<file path="src/rtl/alu_issue4_pkg.sv">
// alu_issue_pkg: shared encodings for the 4-bit ALU issue front end.
//   op codes, condition codes, FSM state enum and NZCV flag bit positions.
package alu_issue_pkg;

  localparam logic [2:0] OP_ADD = 3'b000;
  localparam logic [2:0] OP_SUB = 3'b001;
  localparam logic [2:0] OP_NOT = 3'b010;
  localparam logic [2:0] OP_AND = 3'b011;
  localparam logic [2:0] OP_OR  = 3'b100;
  localparam logic [2:0] OP_XOR = 3'b101;
  localparam logic [2:0] OP_LTU = 3'b110;
  localparam logic [2:0] OP_EQ  = 3'b111;

  localparam logic [1:0] COND_AL = 2'b00;
  localparam logic [1:0] COND_EQ = 2'b01;
  localparam logic [1:0] COND_CS = 2'b10;
  localparam logic [1:0] COND_LT = 2'b11;

  typedef enum logic [1:0] {
    S_IDLE = 2'b00,
    S_EXEC = 2'b01,
    S_HOLD = 2'b10
  } state_e;

  localparam int FLAG_N = 3;
  localparam int FLAG_Z = 2;
  localparam int FLAG_C = 1;
  localparam int FLAG_V = 0;

endpackage

</file>
<file path="src/rtl/alu_issue4_core.sv">
// alu4_core: purely combinational 4-bit ALU.
//   a, b      operands (two's complement)
//   op        operation select (alu_issue_pkg OP_*)
//   r         result; n/z/c/v flags derived from it
//   cv_valid  high when c/v are meaningful (add/sub only)
module alu4_core
  import alu_issue_pkg::*;
(
  input  logic [3:0] a,
  input  logic [3:0] b,
  input  logic [2:0] op,
  output logic [3:0] r,
  output logic       n,
  output logic       z,
  output logic       c,
  output logic       v,
  output logic       cv_valid
);

  logic [4:0] s5;

  always_comb begin
    s5       = 5'b0;
    r        = 4'b0;
    c        = 1'b0;
    v        = 1'b0;
    cv_valid = 1'b0;
    case (op)
      OP_ADD: begin
        s5       = {1'b0, a} + {1'b0, b};
        r        = s5[3:0];
        c        = s5[4];
        v        = (a[3] == b[3]) && (s5[3] != a[3]);
        cv_valid = 1'b1;
      end
      OP_SUB: begin
        // 5-bit subtract: bit 4 is the borrow
        s5       = {1'b0, a} - {1'b0, b};
        r        = s5[3:0];
        c        = s5[4];
        v        = (a[3] != b[3]) && (s5[3] != a[3]);
        cv_valid = 1'b1;
      end
      OP_NOT: r = ~a;
      OP_AND: r = a & b;
      OP_OR:  r = a | b;
      OP_XOR: r = a ^ b;
      OP_LTU: r = {3'b000, (a < b)};
      OP_EQ:  r = {3'b000, (a == b)};
      default: r = 4'b0;
    endcase
    n = r[3];
    z = (r == 4'b0);
  end

endmodule

</file>
<file path="src/rtl/alu_issue4.sv">
// alu_issue4: issue/control front end for the 4-bit ALU.
//   clk, rst_n (sync, active low)
//   ld_en/ld_addr/ld_data  register-file load port, IDLE only
//   in_valid/in_ready + in_op/in_cond/in_rd/in_rs/in_rt  instruction handshake
//   out_valid/out_ready + out_result/out_flags/out_skipped  registered result
// Flow: IDLE -accept-> EXEC (one cycle, writeback) -> HOLD -out_ready-> IDLE.
// NREG must stay 4: register addresses are 2 bits wide.
module alu_issue4
  import alu_issue_pkg::*;
#(
  parameter int NREG = 4
) (
  input  logic       clk,
  input  logic       rst_n,
  input  logic       ld_en,
  input  logic [1:0] ld_addr,
  input  logic [3:0] ld_data,
  input  logic       in_valid,
  output logic       in_ready,
  input  logic [2:0] in_op,
  input  logic [1:0] in_cond,
  input  logic [1:0] in_rd,
  input  logic [1:0] in_rs,
  input  logic [1:0] in_rt,
  output logic       out_valid,
  input  logic       out_ready,
  output logic [3:0] out_result,
  output logic [3:0] out_flags,
  output logic       out_skipped
);

  state_e                 state;
  logic [NREG-1:0][3:0]   rf;
  logic [3:0]             flags;

  // instruction captured at accept; operands are values, so later
  // writes to rs/rt cannot affect it
  logic [2:0] ex_op;
  logic [1:0] ex_cond;
  logic [1:0] ex_rd;
  logic [3:0] ex_a;
  logic [3:0] ex_b;

  logic [3:0] alu_r;
  logic       alu_n, alu_z, alu_c, alu_v, alu_cv;
  logic       cond_ok;
  logic [3:0] nflags;

  assign in_ready = (state == S_IDLE) && rst_n;

  alu4_core u_core (
    .a        (ex_a),
    .b        (ex_b),
    .op       (ex_op),
    .r        (alu_r),
    .n        (alu_n),
    .z        (alu_z),
    .c        (alu_c),
    .v        (alu_v),
    .cv_valid (alu_cv)
  );

  // condition is judged against flags left by the previous instruction
  always_comb begin
    cond_ok = 1'b1;
    case (ex_cond)
      COND_AL: cond_ok = 1'b1;
      COND_EQ: cond_ok = flags[FLAG_Z];
      COND_CS: cond_ok = flags[FLAG_C];
      COND_LT: cond_ok = flags[FLAG_N] ^ flags[FLAG_V];
      default: cond_ok = 1'b1;
    endcase
  end

  // logical ops keep the prior C and V
  always_comb begin
    nflags         = flags;
    nflags[FLAG_N] = alu_n;
    nflags[FLAG_Z] = alu_z;
    if (alu_cv) begin
      nflags[FLAG_C] = alu_c;
      nflags[FLAG_V] = alu_v;
    end
  end

  always_ff @(posedge clk) begin
    if (!rst_n) begin
      state       <= S_IDLE;
      rf          <= '0;
      flags       <= 4'b0;
      ex_op       <= 3'b0;
      ex_cond     <= 2'b0;
      ex_rd       <= 2'b0;
      ex_a        <= 4'b0;
      ex_b        <= 4'b0;
      out_valid   <= 1'b0;
      out_result  <= 4'b0;
      out_flags   <= 4'b0;
      out_skipped <= 1'b0;
    end else begin
      case (state)
        S_IDLE: begin
          if (ld_en) rf[ld_addr] <= ld_data;
          if (in_valid) begin
            // rf reads here see the pre-load value on a shared edge
            ex_op   <= in_op;
            ex_cond <= in_cond;
            ex_rd   <= in_rd;
            ex_a    <= rf[in_rs];
            ex_b    <= rf[in_rt];
            state   <= S_EXEC;
          end
        end
        S_EXEC: begin
          out_valid <= 1'b1;
          state     <= S_HOLD;
          if (cond_ok) begin
            rf[ex_rd]   <= alu_r;
            flags       <= nflags;
            out_result  <= alu_r;
            out_flags   <= nflags;
            out_skipped <= 1'b0;
          end else begin
            out_result  <= 4'b0;
            out_flags   <= flags;
            out_skipped <= 1'b1;
          end
        end
        S_HOLD: begin
          if (out_ready) begin
            out_valid <= 1'b0;
            state     <= S_IDLE;
          end
        end
        default: state <= S_IDLE;
      endcase
    end
  end

endmodule

</file>
<file path="config.mk">
export PLATFORM = sky130hd
export DESIGN_NAME = alu_issue4
export DESIGN_NICKNAME = d
export VERILOG_FILES = /design/src/rtl/alu_issue4_pkg.sv /design/src/rtl/alu_issue4_core.sv /design/src/rtl/alu_issue4.sv
export SDC_FILE = /design/constraint.sdc
export NUM_CORES = 1
export LEC_CHECK = 0
export BUFFER_PORTS_ARGS = -buffer_cell sky130_fd_sc_hd__buf_2
export CAP_MARGIN = 25
export CORE_ASPECT_RATIO = 1.2
export CORE_MARGIN = 3
export CORE_UTILIZATION = 55
export CTS_CLUSTER_SIZE = 12
export DETAILED_ROUTE_END_ITERATION = 16
export PLACE_DENSITY_LB_ADDON = 0.12
export REMOVE_ABC_BUFFERS = 1
export SYNTH_ARGS = -nofsm -noshare
export SYNTH_HDL_FRONTEND = slang
export SYNTH_SLANG_ARGS = --single-unit
</file>
<file path="constraint.sdc">
create_clock -name clk -period 3.5 [get_ports clk]
set_input_delay 0.7 -clock clk [delete_from_list [all_inputs] [get_ports clk]]
set_output_delay 0.7 -clock clk [all_outputs]
set_load 0.05 [all_outputs]
</file>
=== Word level (Yosys, flattened, before mapping) ===
Index checks and enable logic that the tools add are counted.

* Flip-flop bits (word level): 43
* Logic and storage cells: 93
* Output and inout bits: 11
* Input port bits: 22
* Memories: 0
* Bits in latches: 0
* Bits in writable memories: 0
* Memory bits (read-only): 0

* Shift operators: 0
* Reductions and logical operators: 18
* $mul: 0
* Div/mod/pow operators: 0
* Add/sub/neg operators: 2
* Bitwise gates (word level): 5
* Order comparisons: 7
* Equal/unequal tests: 21
* Multiplexer cells: 25

{| class="wikitable"
|+ Operators by type and width
! operator !! number
|-
| 16-bit bitwise mux || 2
|-
| 16-bit two-way mux || 2
|-
| 16-bit one-hot mux with 2 select lines || 1
|-
| 4-bit one-hot mux with 8 select lines || 1
|-
| 4-bit two-way mux || 5
|-
| 4-bit binary-select mux with 2-bit select || 2
|-
| 4-bit demux with 2-bit select || 2
|-
| 3-bit == test (second input constant) || 4
|-
| 2-bit by 3-bit < comparator with 1-bit output (second input constant) || 4
|-
| 2-bit inequality test (second input constant) || 4
|-
| 2-bit AND reduction || 4
|-
| 2-bit == test (second input constant) || 3
|-
| 3-bit by 2-bit == test with 1-bit output (second input constant) || 2
|-
| 1-bit one-hot mux with 2 select lines || 3
|-
| 2-bit one-hot mux with 3 select lines || 1
|-
| 3-bit AND reduction || 2
|-
| 4-bit by 4-bit adder with 5-bit output || 1
|-
| 1-bit logical AND || 5
|-
| 4-bit by 4-bit subtractor with 5-bit output || 1
|-
| 4-bit AND || 1
|-
| 2-bit by 1-bit == test with 1-bit output (second input constant) || 2
|-
| 4-bit == test || 1
|-
| 2-bit by 1-bit greater-or-equal comparator with 1-bit output (second input constant) || 2
|-
| 2-bit logical NOT || 2
|-
| 15 further kinds || 21
|}

=== Depth between registers and ports, before layout ===
Gate-level depths: netlist (run 1).

* Depth in word-level cells: 7
* Mapped depth: 10
* Depth with buffers taken out: 10

=== By module ===
Synthesis (run 1) repeated with hierarchy kept, for this count alone.

* Cells, all modules: 301
* Area, all modules: 2,874.0 µm²

{| class="wikitable"
|+ By module, submodules not included
! module !! cells each !! instances !! area an instance (µm²)
|-
| alu_issue4 || 211 || 1 || 2,217.1
|-
| alu4_core || 90 || 1 || 656.9
|}

=== Worst setup path before layout (run 1) ===
No wires, ideal clock.

* Kind: input -> output
* From: input port rst_n
* To: output port in_ready
* Required time: 2,800 ps
* Stages: 2
* Data arrival time: 1,909 ps
* Slack: 891 ps
* Cells stage by stage: clkinv_1 -> nor3_1

* Longest elaborated chain between the ends: 1

{| class="wikitable"
|+ RTL lines
! element !! RTL line !! source
|-
| start, declared || alu_issue4.sv:14 || <nowiki>input logic rst_n,</nowiki>
|-
| 1-bit logical AND || alu_issue4.sv:49 || <nowiki>assign in_ready = (state == S_IDLE) && rst_n;</nowiki>
|-
| end, declared || alu_issue4.sv:19 || <nowiki>output logic in_ready,</nowiki>
|}

No other way between the ends.

=== Final worst setup path (run 1) ===
* From: register ex_a[1]
* To: register rf[4] (netlist name)

* Longest elaborated chain between the ends: 5
* Elaborated cells on any way between the ends: 6
* Those cells by class: order compare (1); eq/ne (1); mux (4)

{| class="wikitable"
|+ RTL lines
! element !! RTL line !! source
|-
| start, declared || alu_issue4.sv:41 || <nowiki>logic [3:0] ex_a;</nowiki>
|-
| start signal, assigned || alu_issue4.sv:109 || <nowiki>ex_a <= rf[in_rs];</nowiki>
|-
| 4-bit < comparator / 4-bit == test (equally long branches) || alu_issue4_core.sv:48, alu_issue4_core.sv:49 ||
|-
| 4-bit one-hot mux with 8 select lines (*) || alu_issue4_core.sv:28 || <nowiki>case (op)</nowiki>
|-
| 16-bit bitwise mux (*) || alu_issue4.sv:118 || <nowiki>rf[ex_rd] <= alu_r;</nowiki>
|-
| 16-bit two-way mux (*) || alu_issue4.sv:117 || <nowiki>if (cond_ok) begin</nowiki>
|-
| 16-bit one-hot mux with 2 select lines (*) || alu_issue4.sv:101 || <nowiki>case (state)</nowiki>
|-
| end signal, assigned by index || alu_issue4.sv:103 || <nowiki>if (ld_en) rf[ld_addr] <= ld_data;</nowiki>
|-
| end signal, assigned by index || alu_issue4.sv:118 ||
|-
| end, declared || alu_issue4.sv:33 || <nowiki>logic [NREG-1:0][3:0] rf;</nowiki>
|}

Every way passes the cells marked *; elsewhere a longest branch is shown, timed or not. The select of a mux whose other input is x is not followed.
A chain may end at the register's enable or synchronous reset.

==> out/metrics.csv, run 1 <==
stage,metric,value,unit
grt,all-layer global routing usage,0.230,
power_and_ir_drop,leakage power,1.12,nW
setup_path,Crit Reg-Reg Endpoint,rf[4]$_SDFFE_PN0P_,
cells_and_area,share of post-route cells with drive strength above 1,0.183,
cells_and_area,Area Overhead vs Synth,8.56,%
synth,area share of the largest cell type after synthesis,0.322,
setup_path,CP max FO,6,
synth,most numerous cell in the Yosys netlist,nand2_1,
synth,leading cell types by count after synthesis,"46 x nand2_1, 43 x dfxtp_1, 32 x a21oi_1",
clock_network,clk root buf,clkbuf_8,
setup_path,start-to-end type of the worst setup path,reg2reg,
synth,number of flops mapped to enable cells by yosys,0,
clock_network,cells resized by post-CTS repair,0,
die,count of boundary I/O pins,33,
route,remaining antenna violation count after routing,0,
placed_design,buffers added on ports,32,
placed_design,half-perimeter wire length after detailed placement,4820,um
timing,clock skew,0.00683,ns
route,per-cell routed wire length,16.2,um
timing,upper clock frequency limit,0.403,GHz
route,detail-routed via count per cell,6.02,
die,placement row count,27,
setup_path,worst path bufs/invs,1,
synth,synthesized instance count,319,
hold_path,HP Start,out_result[3]$_SDFFE_PN0P_,
die,floorplan die width,69.7,um
synth,library cell occupying the most area in the post-synthesis netlist,dfxtp_1,
setup_path,worst-path cell chain,inv_1 > ha_1 > o21bai_1 > a21oi_1 > o21ai_0 > nand3_1 > o32a_1 > o221a_2,
grt,global-route wire length before repair,10500,um
run_status,outcome,"finished, final reports clean",
die,Starting Density,0.578,
synth,ys async rst share,0,
power_and_ir_drop,PwrDens,376,nW/um^2
synth,most used flip-flop cell after synthesis,dfxtp_1,
setup_path,kind of end point of the critical path,register,
setup_path,Crit path largest cell delay,0.44,ns
synth,number of synthesis warnings,0,
setup_path,worst reg-to-reg setup slack,1.02,ns
placed_design,final weighted congestion of routability-driven global placement,0.925,
timing,hold_ws,0.465,ns
timing,Max Transition Viols Final,0,
timing,part of the cycle the worst path needs,0.709,
hold_path,number of cells on the worst hold path,2,
hold_path,terminating pin of the worst hold path,out_result[3]$_SDFFE_PN0P_,
timing,transition time at the pin with the least slew margin,0.938,ns
grt,GRT Residual Overflow,0,
route,number of iterations in the first detailed-routing pass,6,
route,aggregate routed wire length,6500,um
die,die area,5740,sq um
hold_path,path category of the worst min-delay check,reg2reg,
route,routed vias,2422,
timing,final setup TNS,0,ns
setup_path,Worst R2R Path Depth,8,
timing,minimum period implied by the final worst setup slack,2.48,ns
clock_network,Clock Tree Buf Depth,2,
cells_and_area,"Net count, final",379,
setup_path,"Data arrival, critical path",2.67,ns
clock_network,worst skew pair latency,0.30,ns
synth,#FFs+latches synth,43,
setup_path,cell type of the slowest stage on the worst timing path,dfxtp_1,
clock_network,cts hold-fix bufs,0,
grt,number of antenna violations at the first check in global routing,0,
timing,worst rel slew slack,0.369,
synth,Mean Syn Cell Area,8.39,sq um
setup_path,Worst EP required,3.69,ns
route,DRC violations left,0,
clock_network,clock tree from TritonCTS,built,
clock_network,clock sink count,43,
route,DR iter-0 viols,191,
flow_run,number of maximum-capacitance constraint violations,0,
cells_and_area,number of inserted diodes,0,
die,area of the core,4630,sq um
synth,share of the yosys chip area belonging to registers,0.322,
timing,count of final hold-check violations,0,
grt,via count of the first global-routing pass,2211,
setup_path,origin of the critical flop-to-flop path,ex_a[1]$_SDFFE_PN0P_,
setup_path,Critical Path Source Type,register,
clock_network,Clock Pin Slew Worst Setup and Hold Paths,0.08,ns
cells_and_area,count of fill cells added during filler insertion,426,
power_and_ir_drop,maximum vdd drop,0.302,mV
synth,"Distinct cells, synth",57,
clock_network,total CTS buffers,5,
synth,summed instance area of the synthesized netlist,2680,sq um
timing,RSZ-0062 raised after global routing,no,
clock_network,setup bufs post-CTS,0,
timing,total of endpoints with negative setup slack in the final report,0,
grt,largest net degree at the start of global routing,27,
synth,dominant cells by area after synthesis,"dfxtp_1 32%, mux4_2 7.6%, nand2_1 6.5%, a21oi_1 6.0%, ha_1 5.6%",
clock_network,H-tree levels,2,
setup_path,top cell family by delay on the critical path,compound AO/OA/AOI/OAI gates,
die,height of the chip,82.4,um
[stage by stage]
step                setup WS, ns  power [W]   util  instance area, sq um  instances
floorplan                  0.552   0.000713      -                  2580        303
global placement            1.05   0.000783  0.609                  2820        394
detailed placement          1.06   0.000788  0.609                  2820        394
CTS                         1.04    0.00110  0.627                  2900        402
global route               0.835    0.00115  0.627                  2900        402
finish                      1.02    0.00109  0.627                  2900        402
[power breakdown]
part | total (W) | internal [W] | switching [W]
Combinational | 0.000230 | 0.0000860 | 0.000144
Sequential | 0.000548 | 0.000514 | 0.0000340
Clock | 0.000314 | 0.000140 | 0.000174
[worst min-delay path, cell delays in order (launching register included)]
cell	delay, ns
dfxtp_1	0.31
nand2_1	0.06
a21oi_1	0.05
[area by class of cell]
cell class / count / area, sq um / share of cell area
Inverter: 25 / 93.8 / 0.0323
Multi-Input combinational cell: 235 / 1620 / 0.559
Tap cell: 58 / 72.6 / 0.0250
Clock buffer: 6 / 72.6 / 0.0250
Clock inverter: 2 / 12.5 / 0.00431
Sequential cell: 43 / 861 / 0.296
Timing Repair Buffer: 33 / 168 / 0.0577
[flip-flops by register name (all words and copies together), names as in the netlist]
register	cells
state	2
out_result	4
flags	4
out_skipped	1
out_valid	1
ex_a	4
ex_b	4
rf	16
ex_cond	2
ex_rd	2
ex_op	3
[per-layer routing]
layer  vias up  GRT usage  wire, um
met2        52      0.415      3310
met5         -          0         0
met3        12     0.0339       225
li1       1202          -         -
met1      1156      0.281      2830
met4         0     0.0881       126
[cell usage in the layout, fill, tap and decap left out, types with 9 or more instances in the layout]
cell type  count
nand2_1       46
dfxtp_1       43
a21oi_1       32
buf_2         32
inv_1         23
nor2_1        19
o21ai_0       14
a22oi_1       13
ha_1          12
nor3_1        11
mux4_2         9
[cells by family (layout without fill, tap and decap cells)]
family,after synthesis,after routing,share of synthesized area
xor+xnor,3,3,0.00982
buf+inv,41,66,0.0711
compound gates,99,99,0.246
flops,43,43,0.322
fa+ha+maj,14,14,0.0711
simple gates,107,107,0.193
mux,12,12,0.0870
[worst max-delay path by stage]
stage / start / end / slack [ns] / cells past startpoint
floorplan: rst_n / in_ready / 0.55 / 2
global placement: ex_a[1]$_SDFFE_PN0P_ / rf[4]$_SDFFE_PN0P_ / 1.05 / 8
detailed placement: ex_a[1]$_SDFFE_PN0P_ / rf[4]$_SDFFE_PN0P_ / 1.06 / 8
CTS: ex_a[1]$_SDFFE_PN0P_ / rf[4]$_SDFFE_PN0P_ / 1.04 / 8
global route: ex_a[1]$_SDFFE_PN0P_ / rf[4]$_SDFFE_PN0P_ / 0.84 / 8
finish: ex_a[1]$_SDFFE_PN0P_ / rf[4]$_SDFFE_PN0P_ / 1.02 / 8
No activity file was read; power rests on OpenSTA's default activity.
==> inputs of run 2 (changes only) <==
CORE_UTILIZATION = 52   (was 55)
clock period = 2.1 ns   (was 3.5 ns; I/O delays follow)
==> run 2 against run 1 <==
Compared with the run above: the flow now finishes with violations (negative setup slack); cell count is 7.2% higher; wire length is 12% higher; first-iteration DRC count is 24% lower; sequential power is 64% higher; cell area is 14% higher; critical path depth is 1 higher; sequential cell count stayed put; setup slack worse by 1.1 ns; register-to-register slack worse by 1.1 ns; highest routed layer unchanged.
==> out/metrics.csv, run 2 (same netlist as run 1, synthesis figures left out) <==
stage,metric,value,unit
run_status,outcome,finished with violations,
run_status,violated checks,negative setup slack,
power_and_ir_drop,leakage power,1.30,nW
grt,global-route wire length before repair,11700,um
cells_and_area,Area Overhead vs Synth,23.3,%
power_and_ir_drop,share of total power in sequential cells,0.469,
cells_and_area,"most common cell after layout, fill and taps aside",nand2_1,
grt,number of antenna violations at the first check in global routing,0,
setup_path,CP max FO,6,
clock_network,cts hold-fix bufs,0,
clock_network,Clock Tree Buf Depth,2,
die,count of boundary I/O pins,33,
setup_path,kind of end point of the critical path,register,
power_and_ir_drop,overall power consumption,0.00192,W
timing,clock skew,0.00432,ns
timing,worst rel slew slack,0.588,
power_and_ir_drop,internal power,0.00129,W
clock_network,H-tree levels,2,
route,DR iter-0 viols,145,
die,floorplan die width,71.5,um
die,Starting Density,0.562,
placed_design,half-perimeter wire length after detailed placement,5330,um
hold_path,path category of the worst min-delay check,in2reg,
route,aggregate routed wire length,7300,um
route,routed vias,2602,
clock_network,worst skew pair latency,0.29,ns
cells_and_area,"Most flops, register",rf,
grt,GRT Residual Overflow,0,
clock_network,clock sink count,43,
cells_and_area,Largest register FFs,16,
timing,Final Worst Setup Slack,-0.0472,ns
clock_network,clock tree from TritonCTS,built,
setup_path,"Data arrival, critical path",2.32,ns
setup_path,Worst EP required,2.27,ns
setup_path,start-to-end type of the worst setup path,reg2reg,
placed_design,post-place setup slack,-0.216,ns
cells_and_area,count of fill cells added during filler insertion,393,
route,remaining antenna violation count after routing,0,
grt,largest net degree at the start of global routing,26,
placed_design,buffers added on ports,32,
route,number of iterations in the first detailed-routing pass,5,
setup_path,Critical Path Source Type,register,
timing,minimum period implied by the final worst setup slack,2.15,ns
timing,hold_ws,0.360,ns
clock_network,total CTS buffers,5,
timing,part of the cycle the worst path needs,1.02,
timing,upper clock frequency limit,0.466,GHz
power_and_ir_drop,PwrDens,582,nW/um^2
route,DRC violations left,0,
power_and_ir_drop,switching power,0.000631,W
cells_and_area,"Net count, final",408,
cells_and_area,"commonest cells after routing, fill and taps aside","45 x nand2_1, 37 x dfxtp_1, 32 x buf_2",
power_and_ir_drop,fraction of power consumed by the clock network,0.275,
route,per-cell routed wire length,16.9,um
timing,total of endpoints with negative setup slack in the final report,5,
power_and_ir_drop,fraction of power consumed by combinational cells,0.256,
clock_network,clk root buf,clkbuf_8,
timing,RSZ-0062 raised after global routing,yes,
placed_design,final weighted congestion of routability-driven global placement,0.888,
cells_and_area,share of post-route cells with drive strength above 1,0.335,
power_and_ir_drop,Sw Share,0.329,
flow_run,number of maximum-capacitance constraint violations,0,
die,die area,6040,sq um
grt,all-layer global routing usage,0.241,
route,detail-routed via count per cell,6.04,
cells_and_area,number of inserted diodes,0,
timing,transition time at the pin with the least slew margin,0.614,ns
timing,Max Transition Viols Final,0,
die,placement row count,27,
setup_path,worst reg-to-reg setup slack,-0.05,ns
die,area of the core,4760,sq um
die,height of the chip,84.6,um
grt,via count of the first global-routing pass,2557,
timing,count of final hold-check violations,0,
power_and_ir_drop,maximum vdd drop,0.423,mV
clock_network,Clock Pin Slew Worst Setup and Hold Paths,0.08,ns
[run 2: worst max-delay path, cell delays in order (launching register included)]
cell and delay (ns):
dfxtp_4 0.39, ha_4 0.14, inv_2 0.03, fa_1 0.47, inv_1 0.04, mux4_2 0.45
nand2_2 0.09, o31ai_4 0.12, a22oi_2 0.17, o22ai_1 0.12
[run 2: path summary, 6_finish.rpt]
check / cells after the start / startpoint / end
max reg2reg: 9 / ex_b[0]$_SDFFE_PN0P_ / rf[1]$_SDFFE_PN0P_
max: 9 / ex_b[0]$_SDFFE_PN0P_ / rf[1]$_SDFFE_PN0P_
min reg2reg: 2 / out_result[3]$_SDFFE_PN0P_ / out_result[3]$_SDFFE_PN0P_
min: 3 / in_op[0] / ex_op[0]$_SDFFE_PN0P_
[run 2: final cells by class]
type                       count  area, sq um  share of cell area
clock buffer                   5         68.8              0.0209
timing repair buffer          62          389               0.118
clock inverter                 3         20.0             0.00607
tap                           58         72.6              0.0220
multi-input combinational    235         1780               0.538
inverter                      25         98.8              0.0300
sequential                    43          873               0.265
[run 2: timing repair]
item                       in CTS  in global routing
resized for setup              22                 20
pin swaps                      10                  6
setup buffers                   1                  0
setup endpoints to repair      20                 19
[run 2: layer usage]
metal / share of wire / global-route usage
met4: 0.027 / 0.0991
met3: 0.046 / 0.0347
met1: 0.40 / 0.295
met2: 0.53 / 0.418
met5: 0 / 0
[run 2: power by group through the flow]
stage	Sequential, W	Clock (W)	Combinational (W)
6_report	0.000901	0.000527	0.000491
5_1_grt	0.000907	0.000570	0.000534
4_1_cts	0.000899	0.000540	0.000460
3_5_place_dp	0.000918	0	0.000442
3_3_place_gp	0.000915	0	0.000434
2_1_floorplan	0.000947	0	0.000241
[run 2: through the flow]
stage	area (sq um)	utilization	TNS [ns]	cells
after global routing	3300	0.692	-1.11	431
after floorplan	2580	-	-0.293	303
after detailed placement	3030	0.636	-1.55	422
final	3300	0.692	-0.134	431
after global placement	3030	0.636	-0.671	422
after CTS	3210	0.673	-0.119	431
